## config.mk

```make
export PLATFORM = sky130hd
export DESIGN_NAME = wb_stage_gen
export DESIGN_NICKNAME = d
export VERILOG_FILES = /design/src/rtl/wb_pkg.sv /design/src/rtl/wb_load_align.sv /design/src/rtl/wb_stage_gen.sv
export SDC_FILE = /design/constraint.sdc
export NUM_CORES = 1
export LEC_CHECK = 0
export ABC_CLOCK_PERIOD_IN_PS = 2200
export BUFFER_PORTS_ARGS = -buffer_cell sky130_fd_sc_hd__buf_2
export CORE_MARGIN = 8
export CORE_UTILIZATION = 40
export DETAILED_ROUTE_END_ITERATION = 16
export PLACE_DENSITY = 0.72
export SLEW_MARGIN = 20
export SYNTH_ARGS = -nofsm -noshare
export SYNTH_HDL_FRONTEND = slang
export SYNTH_SLANG_ARGS = --single-unit
```

## constraint.sdc

```tcl
create_clock -name clk -period 2.2 [get_ports clk]
set_input_delay 0.11 -clock clk [delete_from_list [all_inputs] [get_ports clk]]
set_output_delay 0.11 -clock clk [all_outputs]
set_load 0.03 [all_outputs]
```

## src/rtl/wb_pkg.sv

```systemverilog
// Shared definitions for the writeback stage: load-op encoding, stage FSM states,
// and helpers that derive access size and signedness from a load op.
package wb_pkg;

  typedef enum logic [2:0] {
    LB  = 3'd0,
    LBU = 3'd1,
    LH  = 3'd2,
    LHU = 3'd3,
    LW  = 3'd4,
    LWU = 3'd5,
    LD  = 3'd6
  } load_op_e;

  typedef enum logic {
    IDLE = 1'b0,
    WAIT = 1'b1
  } wb_state_e;

  // log2 of the access size in bytes; LD collapses to a word on a 32-bit datapath.
  function automatic logic [1:0] load_size(input logic [2:0] op, input int data_w);
    logic [1:0] sz;
    case (load_op_e'(op))
      LB, LBU: sz = 2'd0;
      LH, LHU: sz = 2'd1;
      LD:      sz = (data_w == 64) ? 2'd3 : 2'd2;
      default: sz = 2'd2;
    endcase
    return sz;
  endfunction

  function automatic logic load_signed(input logic [2:0] op);
    return (op == LB) || (op == LH) || (op == LW);
  endfunction

endpackage

```

## src/rtl/wb_load_align.sv

```systemverilog
// Combinational load aligner: shifts the SRAM word down to the addressed,
// size-aligned byte lane and sign- or zero-extends it to the full datapath.
module wb_load_align
  import wb_pkg::*;
#(
  parameter  int DATA_W = 32,
  localparam int BYTE_W = DATA_W / 8,
  localparam int OFS_W  = $clog2(BYTE_W)
) (
  input  logic [DATA_W-1:0] rdata,
  input  logic [OFS_W-1:0]  addr_lo,
  input  logic [2:0]        load_op,
  output logic [DATA_W-1:0] data
);

  logic [1:0]        size;
  logic [OFS_W-1:0]  ofs;
  logic [DATA_W-1:0] shifted;
  logic [DATA_W-1:0] keep;
  logic [6:0]        nbits;
  logic              msb;
  logic              fill;

  always_comb begin
    size    = load_size(load_op, DATA_W);
    // Misaligned low bits are dropped: the access is aligned down to its size.
    ofs     = addr_lo & ({OFS_W{1'b1}} << size);
    shifted = rdata >> {ofs, 3'b000};
    nbits   = 7'd8 << size;
    keep    = ~({DATA_W{1'b1}} << nbits);
    case (size)
      2'd0:    msb = shifted[7];
      2'd1:    msb = shifted[15];
      2'd2:    msb = shifted[31];
      default: msb = shifted[DATA_W-1];
    endcase
    fill = msb & load_signed(load_op);
    data = (shifted & keep) | ({DATA_W{fill}} & ~keep);
  end

endmodule

```

## src/rtl/wb_stage_gen.sv

```systemverilog
// Parametrised pipeline writeback stage with load-response wait, bypass bus and
// retire counter. Optional commit trace ports are enabled by WB_TRACE_EN.
module wb_stage_gen
  import wb_pkg::*;
#(
  parameter  int DATA_W = 32,
  parameter  int RF_AW  = 5,
  parameter  int PC_W   = 32,
  parameter  int CNT_W  = 32,
  localparam int BYTE_W = DATA_W / 8,
  localparam int OFS_W  = $clog2(BYTE_W)
) (
  input  logic              clk,
  input  logic              resetn,
  input  logic              ms_to_ws_valid,
  output logic              ws_allow_in,
  input  logic [PC_W-1:0]   ms_pc,
  input  logic [BYTE_W-1:0] ms_rf_we,
  input  logic [RF_AW-1:0]  ms_rf_waddr,
  input  logic [DATA_W-1:0] ms_result,
  input  logic              ms_is_load,
  input  logic [2:0]        ms_load_op,
  input  logic [OFS_W-1:0]  ms_addr_lo,
  input  logic              data_rvalid,
  input  logic [DATA_W-1:0] data_rdata,
  output logic              ws_valid,
  output logic [BYTE_W-1:0] rf_we,
  output logic [RF_AW-1:0]  rf_waddr,
  output logic [DATA_W-1:0] rf_wdata,
  output logic              ws_fwd_valid,
  output logic [RF_AW-1:0]  ws_fwd_waddr,
  output logic [DATA_W-1:0] ws_fwd_wdata,
  output logic              ws_load_pending,
  output logic [CNT_W-1:0]  retire_cnt
`ifdef WB_TRACE_EN
  ,
  output logic [PC_W-1:0]   debug_wb_pc,
  output logic [BYTE_W-1:0] debug_wb_rf_we,
  output logic [RF_AW-1:0]  debug_wb_rf_wnum,
  output logic [DATA_W-1:0] debug_wb_rf_wdata
`endif
);

  wb_state_e         state;
  wb_state_e         state_nxt;
  logic              ws_ready_go;
  logic              accept;
  logic              commit;
  logic              is_load_q;
  logic [2:0]        load_op_q;
  logic [OFS_W-1:0]  addr_lo_q;
  logic [BYTE_W-1:0] rf_we_q;
  logic [RF_AW-1:0]  rf_waddr_q;
  logic [DATA_W-1:0] result_q;
  logic [DATA_W-1:0] load_data;

  // The response is only consumed in WAIT, so a pulse in the accept cycle is never taken.
  assign ws_ready_go = !is_load_q || (state == WAIT && data_rvalid);
  assign ws_allow_in = !ws_valid || ws_ready_go;
  assign accept      = ms_to_ws_valid && ws_allow_in;
  assign commit      = ws_valid && ws_ready_go;

  always_ff @(posedge clk or negedge resetn) begin
    // NOTE: state registers use non-blocking assignments so every flop samples pre-edge values.
    if (!resetn) state <= IDLE;
    else         state <= state_nxt;
  end

  always_comb begin
    // NOTE: default assigned first so every path drives state_nxt and no latch is inferred.
    state_nxt = state;
    case (state)
      IDLE:    if (accept && ms_is_load) state_nxt = WAIT;
      WAIT:    if (data_rvalid) state_nxt = (accept && ms_is_load) ? WAIT : IDLE;
      default: state_nxt = IDLE;
    endcase
  end

  always_ff @(posedge clk or negedge resetn) begin
    // NOTE: captured fields are reset too, so every output reads zero straight out of reset.
    if (!resetn) begin
      ws_valid   <= 1'b0;
      is_load_q  <= 1'b0;
      load_op_q  <= '0;
      addr_lo_q  <= '0;
      rf_we_q    <= '0;
      rf_waddr_q <= '0;
      result_q   <= '0;
    end else if (ws_allow_in) begin
      ws_valid <= ms_to_ws_valid;
      if (ms_to_ws_valid) begin
        is_load_q  <= ms_is_load;
        load_op_q  <= ms_load_op;
        addr_lo_q  <= ms_addr_lo;
        rf_we_q    <= ms_rf_we;
        rf_waddr_q <= ms_rf_waddr;
        result_q   <= ms_result;
      end
    end
  end

  always_ff @(posedge clk or negedge resetn) begin
    if (!resetn)     retire_cnt <= '0;
    else if (commit) retire_cnt <= retire_cnt + 1'b1;
  end

  wb_load_align #(.DATA_W(DATA_W)) u_align (
    .rdata   (data_rdata),
    .addr_lo (addr_lo_q),
    .load_op (load_op_q),
    .data    (load_data)
  );

  assign rf_we           = commit ? rf_we_q : '0;
  assign rf_waddr        = rf_waddr_q;
  assign rf_wdata        = is_load_q ? load_data : result_q;
  assign ws_fwd_valid    = commit && (|rf_we_q);
  assign ws_fwd_waddr    = rf_waddr_q;
  assign ws_fwd_wdata    = rf_wdata;
  assign ws_load_pending = ws_valid && is_load_q && !ws_ready_go;

`ifdef WB_TRACE_EN
  logic [PC_W-1:0] pc_q;

  always_ff @(posedge clk or negedge resetn) begin
    if (!resetn)     pc_q <= '0;
    else if (accept) pc_q <= ms_pc;
  end

  assign debug_wb_pc       = commit ? pc_q : '0;
  assign debug_wb_rf_we    = rf_we;
  assign debug_wb_rf_wnum  = commit ? rf_waddr_q : '0;
  assign debug_wb_rf_wdata = commit ? rf_wdata : '0;
`else
  logic unused_pc;
  assign unused_pc = ^ms_pc;
`endif

endmodule

```

Word-level counts from Yosys, hierarchy flattened
Cells that the tools add are included.
{"block": "word_totals", "latchBits": 0, "mem_count": 0, "rom_bits": 0, "regBits": 81, "mem_bits_rw": 0, "inputBits": 115, "out_inout_bits": 114, "word_cells": 54}
{"block": "op_classes", "muxes": 7, "n_shift": 4, "eq_ne": 5, "n_addsub": 1, "div_mod_pow": 0, "n_bitwise": 8, "n_lt_le_gt_ge": 0, "n_reduce_logical": 20, "n_mul": 0}
{"op": "32-bit bitwise AND", "count": 2}
{"op": "32-bit NOT", "count": 2}
{"op": "32-bit by 1-bit adder with 32-bit output, second input constant", "count": 1}
{"op": "32-bit 2-to-1 mux", "count": 1}
{"op": "32-bit bitwise OR", "count": 1}
{"op": "32-bit by 7-bit left shift with 32-bit output, first input constant", "count": 1}
{"op": "32-bit by 5-bit right shift with 32-bit output", "count": 1}
{"op": "1-bit logical AND", "count": 7}
{"op": "4-bit by 2-bit left shift with 7-bit output, first input constant", "count": 1}
{"op": "3-bit by 2-bit equality test with 1-bit output, second input constant", "count": 2}
{"op": "1-bit logical OR", "count": 4}
{"op": "4-bit 2-to-1 mux", "count": 1}
{"op": "1-bit case mux with 2 select lines", "count": 2}
{"op": "2-bit case mux with 2 select lines", "count": 1}
{"op": "2-bit OR reduction", "count": 2}
{"op": "4-bit OR reduction", "count": 1}
{"op": "3-bit by 1-bit equality test with 1-bit output, second input constant", "count": 1}
{"op": "3-bit equality test, second input constant", "count": 1}
{"op": "1-bit logical NOT", "count": 3}
{"op": "3-bit logical NOT", "count": 1}
{"op": "2-bit bitwise AND", "count": 1}
{"op": "2-bit by 1-bit equality test with 1-bit output, second input constant", "count": 1}
{"op": "2-bit logical NOT", "count": 1}
{"op": "1-bit 2-to-1 mux", "count": 2}
{"op": "other kinds (4)", "count": 4}

Longest topological paths before layout
{"block": "depth", "word_depth": 11, "depth_mapped": 8, "depth_no_buf": 6}

By module
From an unflattened synthesis, not the netlist that was laid out.
{"block": "hier_totals", "hier_cells": 417, "hier_area_um2": 4794.6}
{"mod": "wb_stage_gen", "instances": 1, "seq_area_each_um2": 2026.9, "area_each_um2": 4027.6, "cells_each": 321}
{"mod": "wb_load_align", "instances": 1, "seq_area_each_um2": 0.0, "area_each_um2": 767.0, "cells_each": 96}

Least setup slack after synthesis
No wires, ideal clock.
{"block": "synth_timing", "kind": "reg-to-output", "start": "register load_op_q[1]", "end": "output port ws_fwd_wdata[22]", "t_required_ns": 2.090, "setup_slack_ns": 0.122, "path_buffers": 2, "t_arrival_ns": 1.968, "stages_incl_launch_ff": 8, "cell_sequence": "dfrtp_1 > nor2b_1 > and3_1 > a21oi_2 > a221oi_4 > buf_4 > a221o_1 > buf_4"}
{"block": "synth_via", "elab_chain_cells": 11, "elab_cells_between_ends": 25, "cone_classes": "eq/ne (5); shift (4); mux (3); bitwise (7); reduce/logical (6)"}
{"item": "from (decl)", "line_no": "wb_stage_gen.sv:50", "rtl": "logic [2:0] load_op_q;"}
{"item": "from (signal assigned)", "line_no": "wb_stage_gen.sv:93", "rtl": "load_op_q <= ms_load_op;"}
{"item": "3-bit by 2-bit equality test with 1-bit output (tied with other cells)", "line_no": "wb_pkg.sv:23", "rtl": "case (load_op_e'(op))"}
{"item": "2-bit OR reduction", "line_no": "wb_pkg.sv:23"}
{"item": "2-bit case mux with 2 select lines", "line_no": "wb_pkg.sv:23"}
{"item": "2-bit by 2-bit left shift with 2-bit output", "line_no": "wb_load_align.sv:27", "rtl": "ofs = addr_lo & ({OFS_W{1'b1}} << size);"}
{"item": "2-bit bitwise AND", "line_no": "wb_load_align.sv:27"}
{"item": "32-bit by 5-bit right shift with 32-bit output", "line_no": "wb_load_align.sv:28", "rtl": "shifted = rdata >> {ofs, 3'b000};"}
{"item": "1-bit case mux with 2 select lines", "line_no": "wb_load_align.sv:31", "rtl": "case (size)"}
{"item": "1-bit bitwise AND", "line_no": "wb_load_align.sv:37", "rtl": "fill = msb & load_signed(load_op);"}
{"item": "32-bit bitwise AND", "line_no": "wb_load_align.sv:38", "rtl": "data = (shifted & keep) | ({DATA_W{fill}} & ~keep);"}
{"item": "32-bit bitwise OR (*)", "line_no": "wb_load_align.sv:38"}
{"item": "32-bit 2-to-1 mux (*)", "line_no": "wb_stage_gen.sv:116", "rtl": "assign rf_wdata = is_load_q ? load_data : result_q;"}
{"item": "to (decl)", "line_no": "wb_stage_gen.sv:32", "rtl": "output logic [DATA_W-1:0] ws_fwd_wdata,"}
Every way passes the cells marked *; elsewhere a longest branch is shown, timed or not.

Worst setup path in the final report
{"block": "layout_timing", "start": "register addr_lo_q[0]", "end": "output port rf_wdata[29]"}
{"block": "layout_via", "elab_chain_cells": 7, "elab_cells_between_ends": 8, "cone_classes": "shift (1); mux (2); bitwise (5)"}
{"item": "from (decl)", "line_no": "wb_stage_gen.sv:51", "rtl": "logic [OFS_W-1:0] addr_lo_q;"}
{"item": "from (signal assigned)", "line_no": "wb_stage_gen.sv:94", "rtl": "addr_lo_q <= ms_addr_lo;"}
{"item": "2-bit bitwise AND (*)", "line_no": "wb_load_align.sv:27"}
{"item": "32-bit by 5-bit right shift with 32-bit output (*)", "line_no": "wb_load_align.sv:28"}
{"item": "1-bit case mux with 2 select lines", "line_no": "wb_load_align.sv:31"}
{"item": "1-bit bitwise AND", "line_no": "wb_load_align.sv:37"}
{"item": "32-bit bitwise AND", "line_no": "wb_load_align.sv:38"}
{"item": "32-bit bitwise OR (*)", "line_no": "wb_load_align.sv:38"}
{"item": "32-bit 2-to-1 mux (*)", "line_no": "wb_stage_gen.sv:116"}
{"item": "to (decl)", "line_no": "wb_stage_gen.sv:29", "rtl": "output logic [DATA_W-1:0] rf_wdata,"}
Marks and branches as above.

==> run metrics <==
I/O Buffers=196; RR Endpoint=retire_cnt[29]; Syn Inst Count=401; static leakage=3.26 nW; internal power=3.47 mW; DRT Pass-1 Iters=4; endpoints failing setup=37; number of synthesized flops with an enable pin=0; placed cell area=5330 µm²; combinational fraction of design power=50.4%; Rows=38; Final Critical Period=2.27 ns; hpwl dp=10.1 mm; crit path kind=flop to primary output; Clk network pwr share=18.2%; nets@finish=737; Syn Std Cell Area=4460 µm²; relative slew slack=60.9%; pwr/cell area=922 nW/µm²; number of distinct library cells after synthesis=45; H-tree Lvls=3; Starting DRT DRC Count=235; syn nets=517; Area Growth Syn to Fin=46.5%; GRT Resource Usage Total=18.7%; Ys Warns=0; CP max FO=16; WP data required=2.09 ns; final-report max-slew violation count=0; Root Buffer=clkbuf_8; CTS tree=yes; Max-Cap Viols=0; NetSw=2.56 mW; Pwr Total=6.03 mW; Starting Density=41.2%; crit start category=flop; clock-pin slew on the worst setup and hold paths=0.08 ns; Die Y-Extent=122 µm; vias post-DR=4039; Synth Register Bits=81; failing checks=setup timing; Setup WS post-layout=-0.0688 ns; area leader, netlist=dfrtp_1; Final Hold Viols=0; Post-Layout Cell Count=766; Avg Synthesized Cell Area=11.1 µm²; Die X=122 µm; Bufs on Longest Clock Path=2; worst vdd ir=0.534 mV; final instance area=6540 µm²; sequential power share=31.3%; Ports=229; largest net degree at the start of global routing=57; r2r setup slk=0.27 ns; WHS=0.247 ns; final RePlAce weighted congestion=0.864; vias in the first global route=4103; Num CTS Buffers=9; DRC errors left=0; DRT Wirelength=14.8 mm; final antenna-violating net count=0; Switching Fraction=42.4%; status=complete, but fails checks; Slew @ Worst Pin=0.586 ns; Die Area=14800 µm²; CP Capture Type=primary output; sequential area share after synthesis=45.4%; Clk Latency, worst-skew pair=0.35 ns; placed insts=692; Clock Skew=0.00630 ns; unrepaired setup endpoints after global routing=yes; Reg2Reg Depth=5; Yosys top cell area share=45.4%; GR Overflow Total=0; Core Box Area=10800 µm²; initial antenna violation count=0; Hold Crit Class=input pin to asynchronous set/reset pin; fmax=0.441 GHz; FFs w/ async S/R, synth=100%; antenna cells=0; top cells by area, synth=dfrtp_1 45%, mux2_2 9.8%, buf_4 6.6%; Most used DFF post-synth=dfrtp_1; Layout fillers=840; pre-CTS WS=0.0101 ns; data arrival time of the critical path=2.16 ns; first-pass GRT wire length=21.9 mm; clock sinks=81; Via density=5.27; wire per inst=19.3 µm; worst reg2reg path startpoint=retire_cnt[8]; layout cells sized above 1=48.7%; Final Cycle Share=103%
==> cells by family (layout without fill, tap and decap cells) <==
kind of cell,count (synthesis),after routing,synth area share [%]
flip-flops,81,81,45.4
multiplexers,55,55,13.4
AO/OA/AOI/OAI,63,63,11.4
XOR/XNOR,31,31,6.09
adder cells (fa/ha/maj),1,1,0.280
AND/OR/NAND/NOR,100,100,13.1
buffers and inverters,70,295,10.3
==> power groups by stage <==
| stage | sequential (mW) | clock (mW) | combinational, mW |
|---|---|---|---|
| CTS | 1.88 | 1.14 | 2.66 |
| detailed placement | 1.91 | 0 | 2.47 |
| global route | 1.92 | 1.20 | 3.18 |
| finish | 1.89 | 1.10 | 3.04 |
| global placement | 1.89 | 0 | 2.45 |
| floorplan | 2.01 | 0 | 1.84 |
==> cell usage after synthesis (9+ instances only) <==
cell type / instances
buf_4: 39
xnor2_1: 22
a221o_1: 13
nor2_1: 13
mux2_2: 39
inv_1: 13
nand3_1: 13
clkbuf_1: 9
xor2_1: 9
nand2_1: 29
dfrtp_1: 81
nand4_1: 9
o21ai_0: 10
mux2i_1: 16
==> layer usage <==
metal  vias to the layer above  GRT usage, %  routed length [µm]
met3                        32          6.29                1330
li1                       1833             -                   -
met2                       209          31.3                7330
met5                         -             0                   0
met4                         0          8.33                 403
met1                      1965          21.4                5730
==> worst max-delay path by stage <==
stage                 startpoint                to  slack [ns]  cells after the start
floorplan           load_op_q[1]  ws_fwd_wdata[22]        0.12                      7
global placement    load_op_q[2]       rf_wdata[1]        0.04                      6
detailed placement  load_op_q[2]   ws_fwd_wdata[1]        0.01                      6
CTS                 load_op_q[2]  ws_fwd_wdata[22]       -0.06                      6
global route        load_op_q[2]  ws_fwd_wdata[15]       -0.15                      7
finish              addr_lo_q[0]      rf_wdata[29]       -0.07                      7
==> repair_timing <==
| item | in CTS | in global routing |
|---|---|---|
| hold buffers | 50 | 0 |
| setup endpoints to repair | 62 | 62 |
| cloned | 0 | 1 |
| setup buffers | 5 | 2 |
| gates resized for setup | 29 | 142 |
| hold endpoints to repair | 81 | 0 |
| pin swaps | 6 | 10 |
==> metrics by stage <==
| step | utilization [%] | TNS [ns] |
|---|---|---|
| after floorplan | - | 0 |
| after global placement | 49.2 | 0 |
| after detailed placement | 49.2 | 0 |
| after CTS | 57.1 | -1.10 |
| after global routing | 60.3 | -5.77 |
| final | 60.3 | -1.26 |
==> cells in the final DEF (no fill, tap or decap), drive strengths merged, types with 9 or more instances in the layout <==
cell         netlist  final
dfrtp             81     81
nand3             13     13
nand4             11     11
mux2              39     39
buf               47    214
xor2               9      9
o21ai             11     11
clkbuf            10     14
nor2              13     13
inv               13     13
a21oi              9      9
xnor2             22     22
mux2i             16     16
nand2             30     30
dlygate4sd3        0     50
a221o             13     13
==> sequential cells by signal (all words and copies together) (netlist names) <==
register	cells
state	1
is_load_q	1
ws_valid	1
addr_lo_q	2
rf_waddr	5
rf_we_q	4
load_op_q	3
retire_cnt	32
result_q	32
==> cell type report <==
| cell class | count | area [µm²] | area share (%) |
|---|---|---|---|
| clock inverters | 4 | 52.6 | 0.804 |
| multi-input cells | 250 | 2120 | 32.5 |
| flip-flops and latches | 81 | 2030 | 31.1 |
| well taps | 140 | 175 | 2.68 |
| inverters | 13 | 48.8 | 0.746 |
| clock buffers | 12 | 145 | 2.22 |
| repair buffers | 266 | 1960 | 30.0 |
==> worst max-delay path: stages (launching register included) <==
cell	delay (ns)
dfrtp_1	0.35
buf_4	0.15
mux2_2	0.34
a21oi_2	0.18
a221oi_4	0.10
buf_12	0.16
a221o_1	0.31
buf_4	0.19
(Power assumes the default switching activity.)
